$ cat src/rtl/qc_isa_pkg.sv
// qc_isa_pkg: microcode ISA shared by the ROM, decoder and sequencer.
// Word layout: op[31:28] target[27:24] aux[23:20] imm[19:4], bits [3:0] reserved.
package qc_isa_pkg;

    typedef enum logic [3:0] {
        OP_NOP    = 4'd0,
        OP_H      = 4'd1,
        OP_X      = 4'd2,
        OP_Z      = 4'd3,
        OP_CNOT   = 4'd4,
        OP_CPHASE = 4'd5,
        OP_SWAP   = 4'd6,
        OP_END    = 4'd15
    } opcode_e;

    localparam int OP_MSB  = 31;
    localparam int OP_LSB  = 28;
    localparam int TGT_MSB = 27;
    localparam int TGT_LSB = 24;
    localparam int AUX_MSB = 23;
    localparam int AUX_LSB = 20;
    localparam int IMM_MSB = 19;
    localparam int IMM_LSB = 4;

    typedef enum logic [1:0] {
        ERR_NONE       = 2'd0,
        ERR_ILLEGAL_OP = 2'd1,
        ERR_BAD_QUBIT  = 2'd2,
        ERR_NO_END     = 2'd3
    } err_code_e;

    typedef struct packed {
        logic [3:0]  op;
        logic [3:0]  target;
        logic [3:0]  aux;
        logic [15:0] imm;
    } gate_cmd_t;

    // Opcodes 1..6 are gates issued to the engine.
    function automatic logic is_gate_op(input logic [3:0] op);
        return (op >= OP_H) && (op <= OP_SWAP);
    endfunction

    // Gates that use aux as a second qubit operand.
    function automatic logic is_two_qubit_op(input logic [3:0] op);
        return (op == OP_CNOT) || (op == OP_CPHASE) || (op == OP_SWAP);
    endfunction

    // Opcodes 7..14 have no meaning and abort the run.
    function automatic logic is_illegal_op(input logic [3:0] op);
        return (op >= 4'd7) && (op <= 4'd14);
    endfunction

endpackage

$ cat src/rtl/microcode_decoder.sv
// microcode_decoder: purely combinational split and validation of one ROM word.
module microcode_decoder
    import qc_isa_pkg::*;
#(
    parameter int NUM_QUBITS = 4
) (
    input  logic [31:0] i_rom_data,
    output gate_cmd_t   o_cmd,
    output logic        o_is_end,
    output logic        o_is_nop,
    output err_code_e   o_err_code
);

    // One extra bit so that NUM_QUBITS up to 16 still compares correctly.
    localparam logic [4:0] LP_NQ = 5'(NUM_QUBITS);

    logic [3:0]  w_op;
    logic [3:0]  w_tgt;
    logic [3:0]  w_aux;
    logic [15:0] w_imm;
    logic        w_tgt_bad;
    logic        w_aux_bad;
    logic        unused_low_bits;

    assign w_op  = i_rom_data[OP_MSB:OP_LSB];
    assign w_tgt = i_rom_data[TGT_MSB:TGT_LSB];
    assign w_aux = i_rom_data[AUX_MSB:AUX_LSB];
    assign w_imm = i_rom_data[IMM_MSB:IMM_LSB];

    // The low nibble is reserved in the encoding and carries nothing.
    assign unused_low_bits = ^i_rom_data[IMM_LSB-1:0];

    assign w_tgt_bad = ({1'b0, w_tgt} >= LP_NQ);
    assign w_aux_bad = ({1'b0, w_aux} >= LP_NQ) || (w_aux == w_tgt);

    // Classify the word and flag illegal opcodes or out-of-range qubit operands.
    always_comb begin
        o_cmd.op     = w_op;
        o_cmd.target = w_tgt;
        o_cmd.aux    = w_aux;
        o_cmd.imm    = w_imm;
        o_is_end     = (w_op == OP_END);
        o_is_nop     = (w_op == OP_NOP);
        o_err_code   = ERR_NONE;
        if (is_illegal_op(w_op)) begin
            o_err_code = ERR_ILLEGAL_OP;
        end else if (is_gate_op(w_op)) begin
            if (w_tgt_bad || (is_two_qubit_op(w_op) && w_aux_bad)) begin
                o_err_code = ERR_BAD_QUBIT;
            end
        end
    end

endmodule

$ cat src/rtl/microcode_sequencer.sv
// microcode_sequencer: walks a microcode program in ROM, issues each legal gate
// over a valid/ready handshake and reports done / error / gate count.
module microcode_sequencer
    import qc_isa_pkg::*;
#(
    parameter int NUM_QUBITS = 4,
    parameter int MAX_ADDR   = 255
) (
    input  logic        clk,
    input  logic        rst_n,
    input  logic        start,
    input  logic [1:0]  prog_id,
    output logic [1:0]  rom_prog_id,
    output logic [7:0]  rom_addr,
    input  logic [31:0] rom_data,
    output logic        gate_valid,
    input  logic        gate_ready,
    output logic [3:0]  gate_op,
    output logic [3:0]  gate_target,
    output logic [3:0]  gate_aux,
    output logic [15:0] gate_imm,
    output logic        busy,
    output logic        done,
    output logic        err,
    output logic [1:0]  err_code,
    output logic [8:0]  gate_count
);

    typedef enum logic [1:0] {
        S_IDLE  = 2'd0,
        S_FETCH = 2'd1,
        S_ISSUE = 2'd2,
        S_DONE  = 2'd3
    } state_e;

    localparam logic [7:0] LP_MAX_ADDR = 8'(MAX_ADDR);

    state_e    r_state;
    logic [1:0] r_prog_id;
    logic [7:0] r_addr;
    gate_cmd_t r_cmd;
    logic      r_gate_valid;
    logic      r_busy;
    logic      r_done;
    logic      r_err;
    err_code_e r_err_code;
    logic [8:0] r_count;

    gate_cmd_t w_cmd;
    logic      w_is_end;
    logic      w_is_nop;
    err_code_e w_dec_err;

    microcode_decoder #(
        .NUM_QUBITS (NUM_QUBITS)
    ) u_decoder (
        .i_rom_data (rom_data),
        .o_cmd      (w_cmd),
        .o_is_end   (w_is_end),
        .o_is_nop   (w_is_nop),
        .o_err_code (w_dec_err)
    );

    // Sequencer FSM: program counter, gate handshake and run status; every output is registered.
    always_ff @(posedge clk) begin
        if (!rst_n) begin
            r_state      <= S_IDLE;
            r_prog_id    <= '0;
            r_addr       <= '0;
            r_cmd        <= '0;
            r_gate_valid <= 1'b0;
            r_busy       <= 1'b0;
            r_done       <= 1'b0;
            r_err        <= 1'b0;
            r_err_code   <= ERR_NONE;
            r_count      <= '0;
        end else begin
            r_done <= 1'b0;
            unique case (r_state)
                S_IDLE: begin
                    if (start) begin
                        r_prog_id  <= prog_id;
                        r_addr     <= '0;
                        r_count    <= '0;
                        r_err      <= 1'b0;
                        r_err_code <= ERR_NONE;
                        r_busy     <= 1'b1;
                        r_state    <= S_FETCH;
                    end
                end
                S_FETCH: begin
                    if (w_is_end) begin
                        r_done  <= 1'b1;
                        r_state <= S_DONE;
                    end else if (w_is_nop) begin
                        // A NOP on the last address means the program ran off the ROM.
                        if (r_addr == LP_MAX_ADDR) begin
                            r_err      <= 1'b1;
                            r_err_code <= ERR_NO_END;
                            r_done     <= 1'b1;
                            r_state    <= S_DONE;
                        end else begin
                            r_addr <= r_addr + 8'd1;
                        end
                    end else if (w_dec_err != ERR_NONE) begin
                        r_err      <= 1'b1;
                        r_err_code <= w_dec_err;
                        r_done     <= 1'b1;
                        r_state    <= S_DONE;
                    end else begin
                        r_cmd        <= w_cmd;
                        r_gate_valid <= 1'b1;
                        r_state      <= S_ISSUE;
                    end
                end
                S_ISSUE: begin
                    // Command fields stay frozen until the engine takes them.
                    if (r_gate_valid && gate_ready) begin
                        r_gate_valid <= 1'b0;
                        r_count      <= r_count + 9'd1;
                        if (r_addr == LP_MAX_ADDR) begin
                            r_err      <= 1'b1;
                            r_err_code <= ERR_NO_END;
                            r_done     <= 1'b1;
                            r_state    <= S_DONE;
                        end else begin
                            r_addr  <= r_addr + 8'd1;
                            r_state <= S_FETCH;
                        end
                    end
                end
                S_DONE: begin
                    r_busy  <= 1'b0;
                    r_state <= S_IDLE;
                end
                default: begin
                    r_state <= S_IDLE;
                end
            endcase
        end
    end

    assign rom_prog_id = r_prog_id;
    assign rom_addr    = r_addr;
    assign gate_valid  = r_gate_valid;
    assign gate_op     = r_cmd.op;
    assign gate_target = r_cmd.target;
    assign gate_aux    = r_cmd.aux;
    assign gate_imm    = r_cmd.imm;
    assign busy        = r_busy;
    assign done        = r_done;
    assign err         = r_err;
    assign err_code    = r_err_code;
    assign gate_count  = r_count;

endmodule

$ cat config.mk
export PLATFORM = sky130hd
export DESIGN_NAME = microcode_sequencer
export DESIGN_NICKNAME = d
export VERILOG_FILES = /design/src/rtl/qc_isa_pkg.sv /design/src/rtl/microcode_decoder.sv /design/src/rtl/microcode_sequencer.sv
export SDC_FILE = /design/constraint.sdc
export NUM_CORES = 1
export LEC_CHECK = 0
export BUFFER_PORTS_ARGS = -buffer_cell sky130_fd_sc_hd__buf_2
export CAP_MARGIN = 20
export CORE_MARGIN = 1.5
export CORE_UTILIZATION = 35
export DETAILED_ROUTE_END_ITERATION = 7
export PLACE_DENSITY = 0.55
export SLEW_MARGIN = 10
export SYNTH_ARGS = -nofsm -noshare
export SYNTH_HDL_FRONTEND = slang
export SYNTH_SLANG_ARGS = --single-unit
$ cat constraint.sdc
create_clock -name clk -period 2.5 [get_ports clk]
set_input_delay 0 -clock clk [delete_from_list [all_inputs] [get_ports clk]]
set_output_delay 0 -clock clk [all_outputs]
set_load 0.01 [all_outputs]
* Yosys cells after proc, flatten, opt, wreduce, memory -nomap -nowiden
Index checks and enable logic that the tools add are counted.
** Word-level totals
- Bits of input ports :: 38
- Output and inout bits :: 53
- Register bits after elaboration :: 55
** Cells by class
- Mux-type cells :: 47
- Reduce and logical (&&, ||, !) cells :: 23
- Eq/ne operators :: 17
- Magnitude comparators :: 6
- Bitwise logic cells :: 3
- Add/subtract/negate cells :: 2
** Operators with widths (count)
- two-way mux 8 bit :: 5
- two-way mux 2 bit :: 15
- one-hot mux 8 bit (3 select lines) :: 1
- two-way mux 9 bit :: 2
- one-hot mux 9 bit (2 select lines) :: 1
- two-way mux 1 bit :: 17
- AND reduction 5 bit :: 3
- equality test 4 x 3 -> 1 bit, second input constant :: 3
- >= comparator 4 x 3 -> 1 bit, second input constant :: 3
- != test 2 bit, second input constant :: 5
- adder 9 x 1 -> 9 bit, second input constant :: 1
- adder 8 x 1 -> 8 bit, second input constant :: 1
- equality test 8 bit, second input constant :: 1
- one-hot mux 2 bit (4 select lines) :: 1
- nonzero test 2 bit :: 4
- one-hot mux 1 bit (2 select lines) :: 3
- one-hot mux 2 bit (3 select lines) :: 1
- AND reduction 3 bit :: 2
- equality test 2 bit, second input constant :: 2
- equality test 4 bit :: 1
- equality test 4 bit, second input constant :: 1
- >= comparator 4 x 1 -> 1 bit, second input constant :: 1
- less-or-equal comparator 4 x 3 -> 1 bit, second input constant :: 1
- less-or-equal comparator 4 bit, second input constant :: 1
- other kinds (13) :: 22

* Logic depth before layout (Yosys ltp)
- Depth in word-level cells :: 13
- Mapped depth :: 9
- Gate-level depth less buffers :: 7

* Modules after synthesis
From an unflattened synthesis, not the netlist that was laid out.
** Unflattened totals
- Cells, all modules :: 343
- Area, all modules :: 2846.5 um^2
** By module, submodules not included
- microcode_sequencer :: cells an instance 304, sequential area each 1101.1 um^2, area an instance 2552.4 um^2, times used 1
- microcode_decoder :: cells an instance 39, sequential area each 0.0 um^2, area an instance 294.0 um^2, times used 1

* Least setup slack after synthesis
Ideal clock, no wire load.
- Path kind :: flip-flop to flip-flop
- From :: reg r_state[0]
- To :: reg r_addr[7], in the netlist rom_addr[7]
- Library setup time :: 70 ps
- Data arrival time :: 2015 ps
- Path slack :: 416 ps
- Stages on the path, launching flop included :: 9
- Cells stage by stage :: dfxtp_1 inv_1 ha_1 clkbuf_1 nor2b_1 a211oi_4 o2111ai_2 or4_1 a21oi_1
** On the way
- Longest elaborated chain between the ends :: 3
- Elaborated cells on any way between the ends :: 10
- Classes of those cells :: eq/ne: 6; mux: 1; reduce/logical: 3
** RTL lines
- start: declaration :: RTL line microcode_sequencer.sv:38 : state_e r_state;
- start signal: assignment :: RTL line microcode_sequencer.sv:67 : r_state <= S_IDLE;
- start signal: assignment :: RTL line microcode_sequencer.sv:88 : r_state <= S_FETCH;
- start signal: assignment :: RTL line microcode_sequencer.sv:94 : r_state <= S_DONE;
- equality test 2 x 1 -> 1 bit (tied with other cells) :: RTL line microcode_sequencer.sv:79 : unique case (r_state)
- != test 2 bit (no source line) (tied with other cells)
- AND reduction 5 bit (no source line)
- end signal: assignment :: RTL line microcode_sequencer.sv:103 : r_addr <= r_addr + 8'd1;
- end signal: assignment :: RTL line microcode_sequencer.sv:127 : r_addr <= r_addr + 8'd1;
- end: declaration :: RTL line microcode_sequencer.sv:40 : logic [7:0] r_addr;
Parallel ways exist; a longest one is shown, timed or not.
A chain may end at the register's enable or synchronous reset.

* Final worst setup path
- From :: reg r_state[1]
- To :: reg r_addr[5], in the netlist rom_addr[5]
The elaborated chain is that of the path after synthesis.

==> impl_metrics.csv <==
group,metric,value,unit
timing,period_share,87.60,%
clock_tree,cts_tree,"yes",
timing,finalSetupViolations,0,
clock_tree,clock_tree.buffer_depth,2,
power_and_ir_drop,power_density,696.4,mW/mm2
clock_tree,cts_root_buf,"clkbuf_8",
routing,drt_iter0_drc,117,
logic_synthesis,ys_seq_elements,55,
clock_tree,cts_sinks,55,
placement,routabilityCongestion,0.7357,
worst_hold_path,hold_path_depth,3,
clock_tree,cts-buffers-inserted,5,
logic_synthesis,yosysMostFrequentCell,"nand2_1",
logic_synthesis,ys_seq_area_share,40.46,%
critical_path,crit_required,2750,ps
clock_tree,clk_latency,310,ps
routing,antenna_left,0,
die,fp.dieArea,0.008313,mm2
die,core,0.007370,mm2
job,drv_cap,0,
logic_synthesis,synth_cell_types,55,
logic_synthesis,syn_area_per_cell,8.836,um2
grt,grt_start_max_net_pins,58,
routing,dr.pass1.iters,4,
power_and_ir_drop,ir_worst_vdd,0.3239,mV
worst_hold_path,worstHoldStart,"rom_data[28]",
routing,via_count,2517,
logic_synthesis,syn_inst,308,
timing,final.setup.tns,0,ps
clock_tree,postCtsSetupRepairBufs,0,
routing,wirelength,6.450,mm
placement,dp_hpwl,4.482,mm
placement,numPortBuffers,86,
logic_synthesis,synth_commonest_cells,"nand2_1, dfxtp_1, mux2i_1",
grt,use_met1,20.34,%
final_layout,fill_cells,752,
grt,met3_usage,4.690,%
critical_path,worstSetupStartpointType,"flip-flop",
critical_path,critPathArrivalTime,2440,ps
timing,fin_skew,11.19,ps
logic_synthesis,synth_fp_nets,352,
logic_synthesis,yosysTopAreaCellShare,40.46,%
critical_path,r2r.worst_path.cells,6,
final_layout,nNetsFinal,462,
final_layout,drive_above_1_share,27.68,%
clock_tree,h-tree-depth,2,
routing,via_per_inst,4.859,
timing,worst_pin_slew,597.5,ps
final_layout,regArea,0.001101,mm2
timing,maxSlewHeadroom,60.12,%
routing,route.detailed.drc,0,
timing,finalCriticalPeriod,2190,ps
grt,grt_use_total,15.94,%
logic_synthesis,yosysWarnings,0,
final_layout,stdcell_area,0.003606,mm2
placement,dpl_cell_area,0.003246,mm2
logic_synthesis,synthArstFlopShare,0,%
critical_path,r2r-start,"r_state[1]$_SDFFE_PN0P_",
timing,hold_viol_final,0,
logic_synthesis,synth_area,0.002721,mm2
die,die_w,91.18,um
final_layout,syn2layout_area_growth,32.51,%
critical_path,crit_type,"reg -> reg",
grt,grt_pass1_vias,2395,
timing,fmax,456.6,MHz
worst_hold_path,holdCritPathClass,"in -> reg",
logic_synthesis,yosysTopAreaCell,"dfxtp_1",
logic_synthesis,netlist_top_cells_area,"dfxtp_1, mux2i_1, nand2_1",
grt,grt_overflow,0,
critical_path,cp_max_fo,11,
die,rows,31,
grt,top_usage_layer,"met2",
power_and_ir_drop,finalPower,0.002511,W
die,num_io_pins,91,
worst_hold_path,min_to,"gate_op[0]$_SDFFE_PN0P_",
outcome,status,"complete, no violations",
critical_path,worstReg2RegEnd,"rom_addr[5]$_SDFFE_PN0P_",
critical_path,r2r_slack,310,ps
logic_synthesis,dominantRegCellSynth,"dfxtp_1",
grt,use_met2,26.43,%
final_layout,multiInputGateArea,0.001499,mm2
routing,routedWlPerCell,12.45,um
power_and_ir_drop,p_leak,1.537,nW
grt,antenna_found_initial,0,
final_layout,antenna_cells,0,
grt,grt_pass1_wl,10.90,mm
die,start_util,36.93,%
die,dieHeight,91.18,um
timing,rsz0062_at_grt,"no",
clock_tree,path_clk_slew,100,ps
critical_path,endpoint_kind,"flip-flop",
timing,slew_violations,0,
timing,hold_slack,14.01,ps
logic_synthesis,synth_enable_flop_cells,0,
==> metal layers <==
metal,wire [um],vias to the layer above
met5,0,-
met4,59,0
li1,-,1298
met3,367,5
met2,2961,63
met1,3062,1151
==> report_power, final <==
group	total, W	internal, W	switching, W
Combinational	0.000953	0.000404	0.000549
Clock	0.000536	0.000254	0.000282
Sequential	0.00102	0.000957	0.0000655
==> through the flow <==
step / utilization [%] / setup WS [ps] / cells
floorplan: - / 415.6 / 308
global placement: 44.04 / 403.8 / 484
detailed placement: 44.04 / 334.9 / 484
CTS: 48.93 / 306.2 / 518
global route: 48.93 / 152.2 / 518
finish: 48.93 / 309.9 / 518
==> how the worst max path moves through the flow <==
stage	from	endpoint
after global placement	r_state[0]$_SDFFE_PN0P_	rom_addr[5]$_SDFFE_PN0P_
after global routing	r_state[1]$_SDFFE_PN0P_	rom_addr[5]$_SDFFE_PN0P_
after detailed placement	r_state[1]$_SDFFE_PN0P_	rom_addr[7]$_SDFFE_PN0P_
after floorplan	r_state[0]$_SDFFE_PN0P_	rom_addr[7]$_SDFFE_PN0P_
final	r_state[1]$_SDFFE_PN0P_	rom_addr[5]$_SDFFE_PN0P_
after CTS	r_state[1]$_SDFFE_PN0P_	rom_addr[7]$_SDFFE_PN0P_
==> flip-flops by register name, summed over array words and instances, names as in the netlist <==
name	flops
gate_aux	4
gate_count	9
gate_target	4
err	1
gate_valid	1
gate_imm	16
rom_prog_id	2
busy	1
r_state	2
err_code	2
rom_addr	8
done	1
gate_op	4
==> logic make-up after synthesis <==
logic type / synth area share, %
buffers and inverters: 4.460
AOI/OAI and AO/OA: 15.31
and+or+nand+nor: 23.86
muxes: 9.931
adders and majority gates: 2.759
DFF: 40.46
xor gates and xnor gates: 3.218
==> cells in the final DEF (no fill, tap or decap), types with 3 or more instances in the layout <==
master and count:
or3_1 4, mux2i_1 27, buf_4 4, dfxtp_1 55, nand3_1 8, and3_1 6
nor3b_2 3, clkbuf_8 7, buf_2 86, ha_1 6, a31oi_1 3, a21oi_1 15
o21ai_0 9, nand4_1 5, xnor2_1 6, nor2_1 18, xor2_1 4, nand2_1 68
dlygate4sd3_1 26, inv_1 11, nor3_1 5
==> layout make-up <==
type | count | share of cell area, %
timing repair buffer | 117 | 20.54
clock buffer | 8 | 2.776
sequential | 55 | 30.53
inverter | 11 | 1.145
tap | 99 | 3.435
multi-input combinational | 228 | 41.57
==> worst max-delay path, stage by stage (launching register included) <==
cell	delay, ps
dfxtp_1	440
inv_1	90
ha_1	360
a211oi_4	320
o2111ai_2	220
or4_1	540
a21oi_1	150
==> repair_timing <==
action                    4_1_cts  5_1_grt
hold buffers                   26        0
hold endpoints to repair       24        0
gates resized for setup         0        0
No activity file was read; power rests on OpenSTA's default activity.
